--- src/rtl/arm_mul_seq_if.sv ---
// Operation request/result bundle between the execute stage (master) and the
// multi-cycle multiply unit arm_mul_seq (slave).
interface arm_mul_seq_if #(
  parameter int WIDTH = 32
);
  logic             mul_start;
  logic [2:0]       mul_op;
  logic [WIDTH-1:0] mul_rm;
  logic [WIDTH-1:0] mul_rs;
  logic [WIDTH-1:0] mul_acc_lo;
  logic [WIDTH-1:0] mul_acc_hi;
  logic             mul_busy;
  logic             mul_done;
  logic [WIDTH-1:0] mul_res_lo;
  logic [WIDTH-1:0] mul_res_hi;
  logic             mul_n;
  logic             mul_z;
  logic             mul_und;

  modport master (
    output mul_start, mul_op, mul_rm, mul_rs, mul_acc_lo, mul_acc_hi,
    input  mul_busy, mul_done, mul_res_lo, mul_res_hi, mul_n, mul_z, mul_und
  );

  modport slave (
    input  mul_start, mul_op, mul_rm, mul_rs, mul_acc_lo, mul_acc_hi,
    output mul_busy, mul_done, mul_res_lo, mul_res_hi, mul_n, mul_z, mul_und
  );
endinterface

--- src/rtl/arm_mul_seq.sv ---
// Sequential MUL/MLA/UMULL/UMLAL/SMULL/SMLAL unit consuming STEP multiplier bits per cycle.
// Optional feature: define MUL_EARLY_TERM_EN to end CALC once the remaining rs bits are zero.
module arm_mul_seq #(
  parameter int WIDTH = 32,
  parameter int STEP  = 8
) (
  input logic          clk,
  input logic          rst,
  input logic          cpu_en,
  arm_mul_seq_if.slave bus
);
  localparam int N     = WIDTH / STEP;
  localparam int CNT_W = (N > 1) ? $clog2(N) : 1;
  localparam int PW    = 2 * WIDTH;

  typedef enum logic [1:0] {
    IDLE = 2'd0,
    CALC = 2'd1,
    DONE = 2'd2
  } state_t;

  state_t           state_q, state_d;
  logic             accept;
  logic             last;
  logic             reserved;
  logic             is_signed;
  logic             rem_zero;
  logic [CNT_W-1:0] cnt_q;
  logic [WIDTH-1:0] rs_q;
  logic [PW-1:0]    mcand_q;
  logic [PW-1:0]    prod_q;
  logic [PW-1:0]    prod_next;
  logic [PW-1:0]    rm_ext;
  logic [PW-1:0]    acc_init;
  logic             long_q;
  logic [WIDTH-1:0] res_lo_q, res_hi_q;
  logic             n_q, z_q, und_q;

  assign reserved  = (bus.mul_op[2:1] == 2'b01);
  assign is_signed = bus.mul_op[2] & bus.mul_op[1];

  // rs is treated as unsigned in the shift-add loop; a negative signed rs is
  // corrected up front by pre-subtracting rm_ext << WIDTH from the accumulator.
  always_comb begin
    rm_ext   = is_signed ? {{WIDTH{bus.mul_rm[WIDTH-1]}}, bus.mul_rm}
                         : {{WIDTH{1'b0}}, bus.mul_rm};
    acc_init = '0;
    if (bus.mul_op == 3'b001)
      acc_init = {{WIDTH{1'b0}}, bus.mul_acc_lo};
    else if (bus.mul_op[2] && bus.mul_op[0])
      acc_init = {bus.mul_acc_hi, bus.mul_acc_lo};
    if (is_signed && bus.mul_rs[WIDTH-1])
      acc_init = acc_init - {bus.mul_rm, {WIDTH{1'b0}}};
  end

  assign prod_next = prod_q + mcand_q * {{(PW-STEP){1'b0}}, rs_q[STEP-1:0]};

`ifdef MUL_EARLY_TERM_EN
  assign rem_zero = ((rs_q >> STEP) == '0);
`else
  assign rem_zero = 1'b0;
`endif

  assign last = (cnt_q == CNT_W'(N - 1)) || rem_zero;

  always_ff @(posedge clk or negedge rst) begin
    // NOTE: registers take non-blocking assignments so every flop samples
    // pre-edge values regardless of process evaluation order.
    if (!rst) state_q <= IDLE;
    else      state_q <= state_d;
  end

  always_comb begin
    // NOTE: every signal gets a default before the case so no path leaves it
    // unassigned, which would otherwise infer a latch.
    state_d = state_q;
    accept  = 1'b0;
    if (cpu_en) begin
      unique case (state_q)
        IDLE, DONE: begin
          if (bus.mul_start) begin
            accept  = 1'b1;
            state_d = reserved ? DONE : CALC;
          end else if (state_q == DONE) begin
            state_d = IDLE;
          end
        end
        CALC: if (last) state_d = DONE;
        default: state_d = IDLE;
      endcase
    end
  end

  always_ff @(posedge clk or negedge rst) begin
    if (!rst) begin
      cnt_q    <= '0;
      rs_q     <= '0;
      mcand_q  <= '0;
      prod_q   <= '0;
      long_q   <= 1'b0;
      res_lo_q <= '0;
      res_hi_q <= '0;
      n_q      <= 1'b0;
      z_q      <= 1'b0;
      und_q    <= 1'b0;
    end else if (cpu_en) begin
      if (accept) begin
        cnt_q   <= '0;
        rs_q    <= bus.mul_rs;
        mcand_q <= rm_ext;
        prod_q  <= acc_init;
        long_q  <= bus.mul_op[2];
        if (reserved) begin
          res_lo_q <= '0;
          res_hi_q <= '0;
          n_q      <= 1'b0;
          z_q      <= 1'b1;
          und_q    <= 1'b1;
        end
      end else if (state_q == CALC) begin
        cnt_q   <= cnt_q + CNT_W'(1);
        rs_q    <= rs_q >> STEP;
        mcand_q <= mcand_q << STEP;
        prod_q  <= prod_next;
        if (last) begin
          res_lo_q <= prod_next[WIDTH-1:0];
          und_q    <= 1'b0;
          if (long_q) begin
            res_hi_q <= prod_next[PW-1:WIDTH];
            n_q      <= prod_next[PW-1];
            z_q      <= (prod_next == '0);
          end else begin
            res_hi_q <= '0;
            n_q      <= prod_next[WIDTH-1];
            z_q      <= (prod_next[WIDTH-1:0] == '0);
          end
        end
      end
    end
  end

  assign bus.mul_busy   = (state_q == CALC);
  assign bus.mul_done   = (state_q == DONE);
  assign bus.mul_res_lo = res_lo_q;
  assign bus.mul_res_hi = res_hi_q;
  assign bus.mul_n      = n_q;
  assign bus.mul_z      = z_q;
  assign bus.mul_und    = und_q;
endmodule

--- src/flat_wrapper.sv ---
// flat-port wrapper written by rule: the top's interface ports become plain ports
module arm_mul_seq_flat 
#(
  parameter int WIDTH = 32,
  parameter int STEP  = 8
)
  (clk, rst, cpu_en, bus_mul_start, bus_mul_op, bus_mul_rm, bus_mul_rs, bus_mul_acc_lo, bus_mul_acc_hi, bus_mul_busy, bus_mul_done, bus_mul_res_lo, bus_mul_res_hi, bus_mul_n, bus_mul_z, bus_mul_und);
  arm_mul_seq_if #(.WIDTH(WIDTH)) bus_i ();
  input logic clk;
  input logic rst;
  input logic cpu_en;
  input wire logic [$bits(bus_i.mul_start)-1:0] bus_mul_start;
  input wire logic [$bits(bus_i.mul_op)-1:0] bus_mul_op;
  input wire logic [$bits(bus_i.mul_rm)-1:0] bus_mul_rm;
  input wire logic [$bits(bus_i.mul_rs)-1:0] bus_mul_rs;
  input wire logic [$bits(bus_i.mul_acc_lo)-1:0] bus_mul_acc_lo;
  input wire logic [$bits(bus_i.mul_acc_hi)-1:0] bus_mul_acc_hi;
  output wire logic [$bits(bus_i.mul_busy)-1:0] bus_mul_busy;
  output wire logic [$bits(bus_i.mul_done)-1:0] bus_mul_done;
  output wire logic [$bits(bus_i.mul_res_lo)-1:0] bus_mul_res_lo;
  output wire logic [$bits(bus_i.mul_res_hi)-1:0] bus_mul_res_hi;
  output wire logic [$bits(bus_i.mul_n)-1:0] bus_mul_n;
  output wire logic [$bits(bus_i.mul_z)-1:0] bus_mul_z;
  output wire logic [$bits(bus_i.mul_und)-1:0] bus_mul_und;
  assign bus_i.mul_start = bus_mul_start;
  assign bus_i.mul_op = bus_mul_op;
  assign bus_i.mul_rm = bus_mul_rm;
  assign bus_i.mul_rs = bus_mul_rs;
  assign bus_i.mul_acc_lo = bus_mul_acc_lo;
  assign bus_i.mul_acc_hi = bus_mul_acc_hi;
  assign bus_mul_busy = bus_i.mul_busy;
  assign bus_mul_done = bus_i.mul_done;
  assign bus_mul_res_lo = bus_i.mul_res_lo;
  assign bus_mul_res_hi = bus_i.mul_res_hi;
  assign bus_mul_n = bus_i.mul_n;
  assign bus_mul_z = bus_i.mul_z;
  assign bus_mul_und = bus_i.mul_und;
  arm_mul_seq #(.WIDTH(WIDTH), .STEP(STEP)) u_core (.clk(clk), .rst(rst), .cpu_en(cpu_en), .bus(bus_i));
endmodule
--- config.mk ---
export PLATFORM = sky130hd
export DESIGN_NAME = arm_mul_seq_flat
export DESIGN_NICKNAME = d
export VERILOG_FILES = /design/src/rtl/arm_mul_seq_if.sv /design/src/rtl/arm_mul_seq.sv /design/src/flat_wrapper.sv
export SDC_FILE = /design/constraint.sdc
export NUM_CORES = 2
export LEC_CHECK = 0
export BUFFER_PORTS_ARGS = -buffer_cell sky130_fd_sc_hd__buf_4
export CAP_MARGIN = 40
export CORE_MARGIN = 4
export CORE_UTILIZATION = 50
export DETAILED_ROUTE_END_ITERATION = 7
export PLACE_DENSITY = 0.81
export SYNTH_ARGS = -nofsm -noshare
export SYNTH_HDL_FRONTEND = slang
export SYNTH_SLANG_ARGS = --single-unit
--- constraint.sdc ---
create_clock -name clk -period 6.5 [get_ports clk]
set_clock_uncertainty 0.15 [all_clocks]
set_input_delay 0.975 -clock clk [delete_from_list [all_inputs] [get_ports clk]]
set_output_delay 0.975 -clock clk [all_outputs]
set_load 0.05 [all_outputs]
==> flow_summary.ini <==
[run_status]
outcome = complete, but fails checks
violations = negative setup slack

[grt]
overflow = 0
grt_pass1_vias = 26667
grt_max_degree = 94
grt_pass1_wl_um = 152000
antenna_found_initial = 3
track_usage_pct = 30.7

[sta]
worst_slack_ns = -0.0827
drv_slew = 0
rsz0062_at_grt = yes
hold_viol = 0
tns_ns = -0.0827
min_period_ns = 6.58
max_freq_mhz = 152
worstMarginPinSlew_ns = 0.976
slew_headroom_pct = 34.6
setup_viol = 1
fin_crit_sh_pct = 101

[synth]
synth_area_um2 = 29000
synth-async-reset-ratio_pct = 100
synth-edff-count = 0
yosys.area_share.simple_pct = 20.1
synth_cells = 3425
synth_top_family_by_area = adder cells
synth_xor_area_share_pct = 2.63
synth_mux_area_share_pct = 0.289
ys_top_cells_by_area = fa_1 (28%), dfrtp_1 (20%), and2_1 (7.4%)
yosys_most_used_dff = dfrtp_1
ys_ff_latch = 232
synth-warning-count = 0
synthAdderAreaFrac_pct = 32.9
synth-compound-area-share_pct = 14.0
syn_nets = 4076
synth_top_cell_area_share_pct = 28.4
synth.largest_area_cell = fa_1
ys_seq_area_share_pct = 20.0
syn_avg_cell_area_um2 = 8.46
ys_types = 85

[cts]
clk_pin_slew_ns = 0.07
clock_path_buffers = 3
htreeDepth = 1
clk_latency_ns = 0.61
cts_tree = built
root_buffer = clkbuf_16
cts_made_buffers = 30
clkSinkCount = 232
postCtsHoldBufs = 0

[floorplanning]
fp.dieH_um = 249
ios = 204
die_area_um2 = 61900
die_x_um = 249
rows = 87
start_util_pct = 51.0
core_um2 = 56800

[setup_path]
cp_max_fo = 7
rr_worst_depth = 23
crit_chain = buf_12 -> buf_4 -> and2_1 -> fa_1 -> fa_1 -> fa_1 -> inv_1 -> fa_1 -> inv_1 -> ha_4 -> nand2_2 -> or4_4 -> a211oi_4 -> o21ba_4 -> buf_6 -> a211oi_2 -> o22a_1 -> nand2b_4 -> or4_4 -> or4b_4 -> nor4_4 -> nand4_1 -> nand2b_1
cp_common_cell = fa_1
slowest_delay_ns = 0.60
crit_path_start_kind = register
required_ns = 6.90
r2r_slack_ns = -0.08
arrival_ns = 6.98
criticalPathCategory = register to register
cp-startpoint = u_core.rs_q[3]
end_kind = register
crit_path_end = u_core.bus.mul_z
reg2reg_to = u_core.bus.mul_z
cpMaxStageDelayCell = or4_4
reg2reg_from = u_core.rs_q[3]

[route]
drtIter0Drc = 2927
vias = 26470
totalWireLength_um = 98300
viasPerCell = 5.81
firstDrtPassIters = 8
wl_per_cell_um = 21.6
drtAntennaViolNets = 0
drc = 0

[finish]
nets = 4427
n_antenna_cell = 0
area_growth_pct = 22.3
final_layout_size_suffix_gt1_share_pct = 19.9
nFillCells = 4590

[min_path]
min_path_type = input port to asynchronous set/reset pin

[placed_design]
place.gp.congestion = 0.996
dp_hpwl_um = 76800
dp_slack_ns = -0.375
io_buffers = 203

[job]
cap_violations = 0
[repair_timing]
item | 4_1_cts | 5_1_grt
setup endpoints to repair | 5 | 17
hold endpoints to repair | 0 | 0
gates resized for setup | 74 | 101
gates cloned | 1 | 1
pin swaps | 39 | 60
buffers inserted | 14 | 18
[per-layer routing]
layer,vias to the layer above,routed length [um],GRT usage [%],share of wire (%)
li1,11560,-,-,-
met1,13048,38600,42.7,39
met2,1585,43700,47.4,44
met3,271,11400,7.03,12
met4,6,4520,11.4,4.6
met5,-,46,0,0.047
[sequential cells by signal, summed over array words and instances (netlist names)]
name	cells
u_core.bus.mul_n	1
u_core.bus.mul_res_hi	32
u_core.bus.mul_res_lo	32
u_core.bus.mul_und	1
u_core.bus.mul_z	1
u_core.cnt_q	2
u_core.long_q	1
u_core.mcand_q	64
u_core.prod_q	64
u_core.rs_q	32
u_core.state_q	2
[worst max-delay path: cells and delay by family, from the launching register on]
family          cells  cell delay [ns]
compound gates      4             0.77
simple gates        9             2.44
buf+inv             5             0.56
fa+ha+maj           5             2.19
flops               1             0.41
[how the worst min path moves through the flow]
stage / start / to / slack (ns)
floorplan: u_core.cnt_q[1] / u_core.cnt_q[1] / 0.30
global placement: u_core.bus.mul_res_lo[26] / u_core.bus.mul_res_lo[26] / 0.31
detailed placement: u_core.bus.mul_res_lo[30] / u_core.bus.mul_res_lo[30] / 0.32
CTS: rst / u_core.bus.mul_res_lo[8] / 0.25
global route: rst / u_core.bus.mul_res_lo[8] / 0.27
finish: rst / u_core.bus.mul_res_lo[8] / 0.16
[per-stage QoR]
step | instance area (um^2) | utilization, % | std cells | hold WS (ns)
2_1_floorplan | 29000 | - | 3425 | 0.303
3_3_place_gp | 33100 | 58.3 | 4464 | 0.314
3_5_place_dp | 33200 | 58.5 | 4468 | 0.321
4_1_cts | 34800 | 61.2 | 4537 | 0.249
5_1_grt | 35400 | 62.4 | 4555 | 0.270
6_report | 35400 | 62.4 | 4555 | 0.162
[placed cells by master, fill, tap and decap left out, types with 86 or more instances in the layout]
cell type,instances
o21ai_0,95
a21oi_1,164
inv_1,532
and2_1,338
ha_1,86
nand2_1,461
fa_1,404
buf_4,517
dfrtp_1,222
nor2_1,179
[area by class of cell]
| type | instances | area (um^2) | area share (%) |
|---|---|---|---|
| clock buffers | 39 | 855 | 2.41 |
| clock inverters | 16 | 223 | 0.628 |
| inverters | 534 | 2000 | 5.66 |
| multi-input cells | 2428 | 21100 | 59.6 |
| flip-flops and latches | 232 | 5820 | 16.4 |
| well taps | 756 | 946 | 2.67 |
| repair buffers | 550 | 4480 | 12.6 |
[cells in the mapped netlist (11+ instances only)]
| master | instances |
|---|---|
| o21a_1 | 12 |
| a21oi_1 | 182 |
| a31oi_1 | 52 |
| nand4_1 | 25 |
| or3_1 | 11 |
| o31ai_1 | 20 |
| o22ai_1 | 15 |
| nand2_1 | 467 |
| dfrtp_1 | 232 |
| nor3_1 | 26 |
| xnor2_1 | 60 |
| nand3_1 | 17 |
| nor2b_1 | 11 |
| fa_1 | 411 |
| nor2_1 | 182 |
| and2_1 | 342 |
| inv_1 | 534 |
| o211ai_1 | 16 |
| a22oi_1 | 24 |
| buf_1 | 27 |
| a211oi_1 | 38 |
| and3_1 | 44 |
| xor2_1 | 27 |
| o21ai_0 | 106 |
| ha_1 | 105 |
| nand2b_1 | 16 |
| clkbuf_1 | 192 |
| a21o_1 | 57 |
| a22o_1 | 35 |
[cell families (layout without fill, tap and decap cells)]
| group | Yosys count | after routing |
|---|---|---|
| simple gates | 1188 | 1188 |
| mux | 8 | 8 |
| flops | 232 | 232 |
| xor+xnor | 87 | 87 |
| compound gates | 629 | 629 |
| fa+ha+maj | 516 | 516 |
| buf+inv | 765 | 1139 |
Power is left out: the tool's default activity adds up to more than one toggle a clock period on the data nets, which glitch-free logic cannot reach.
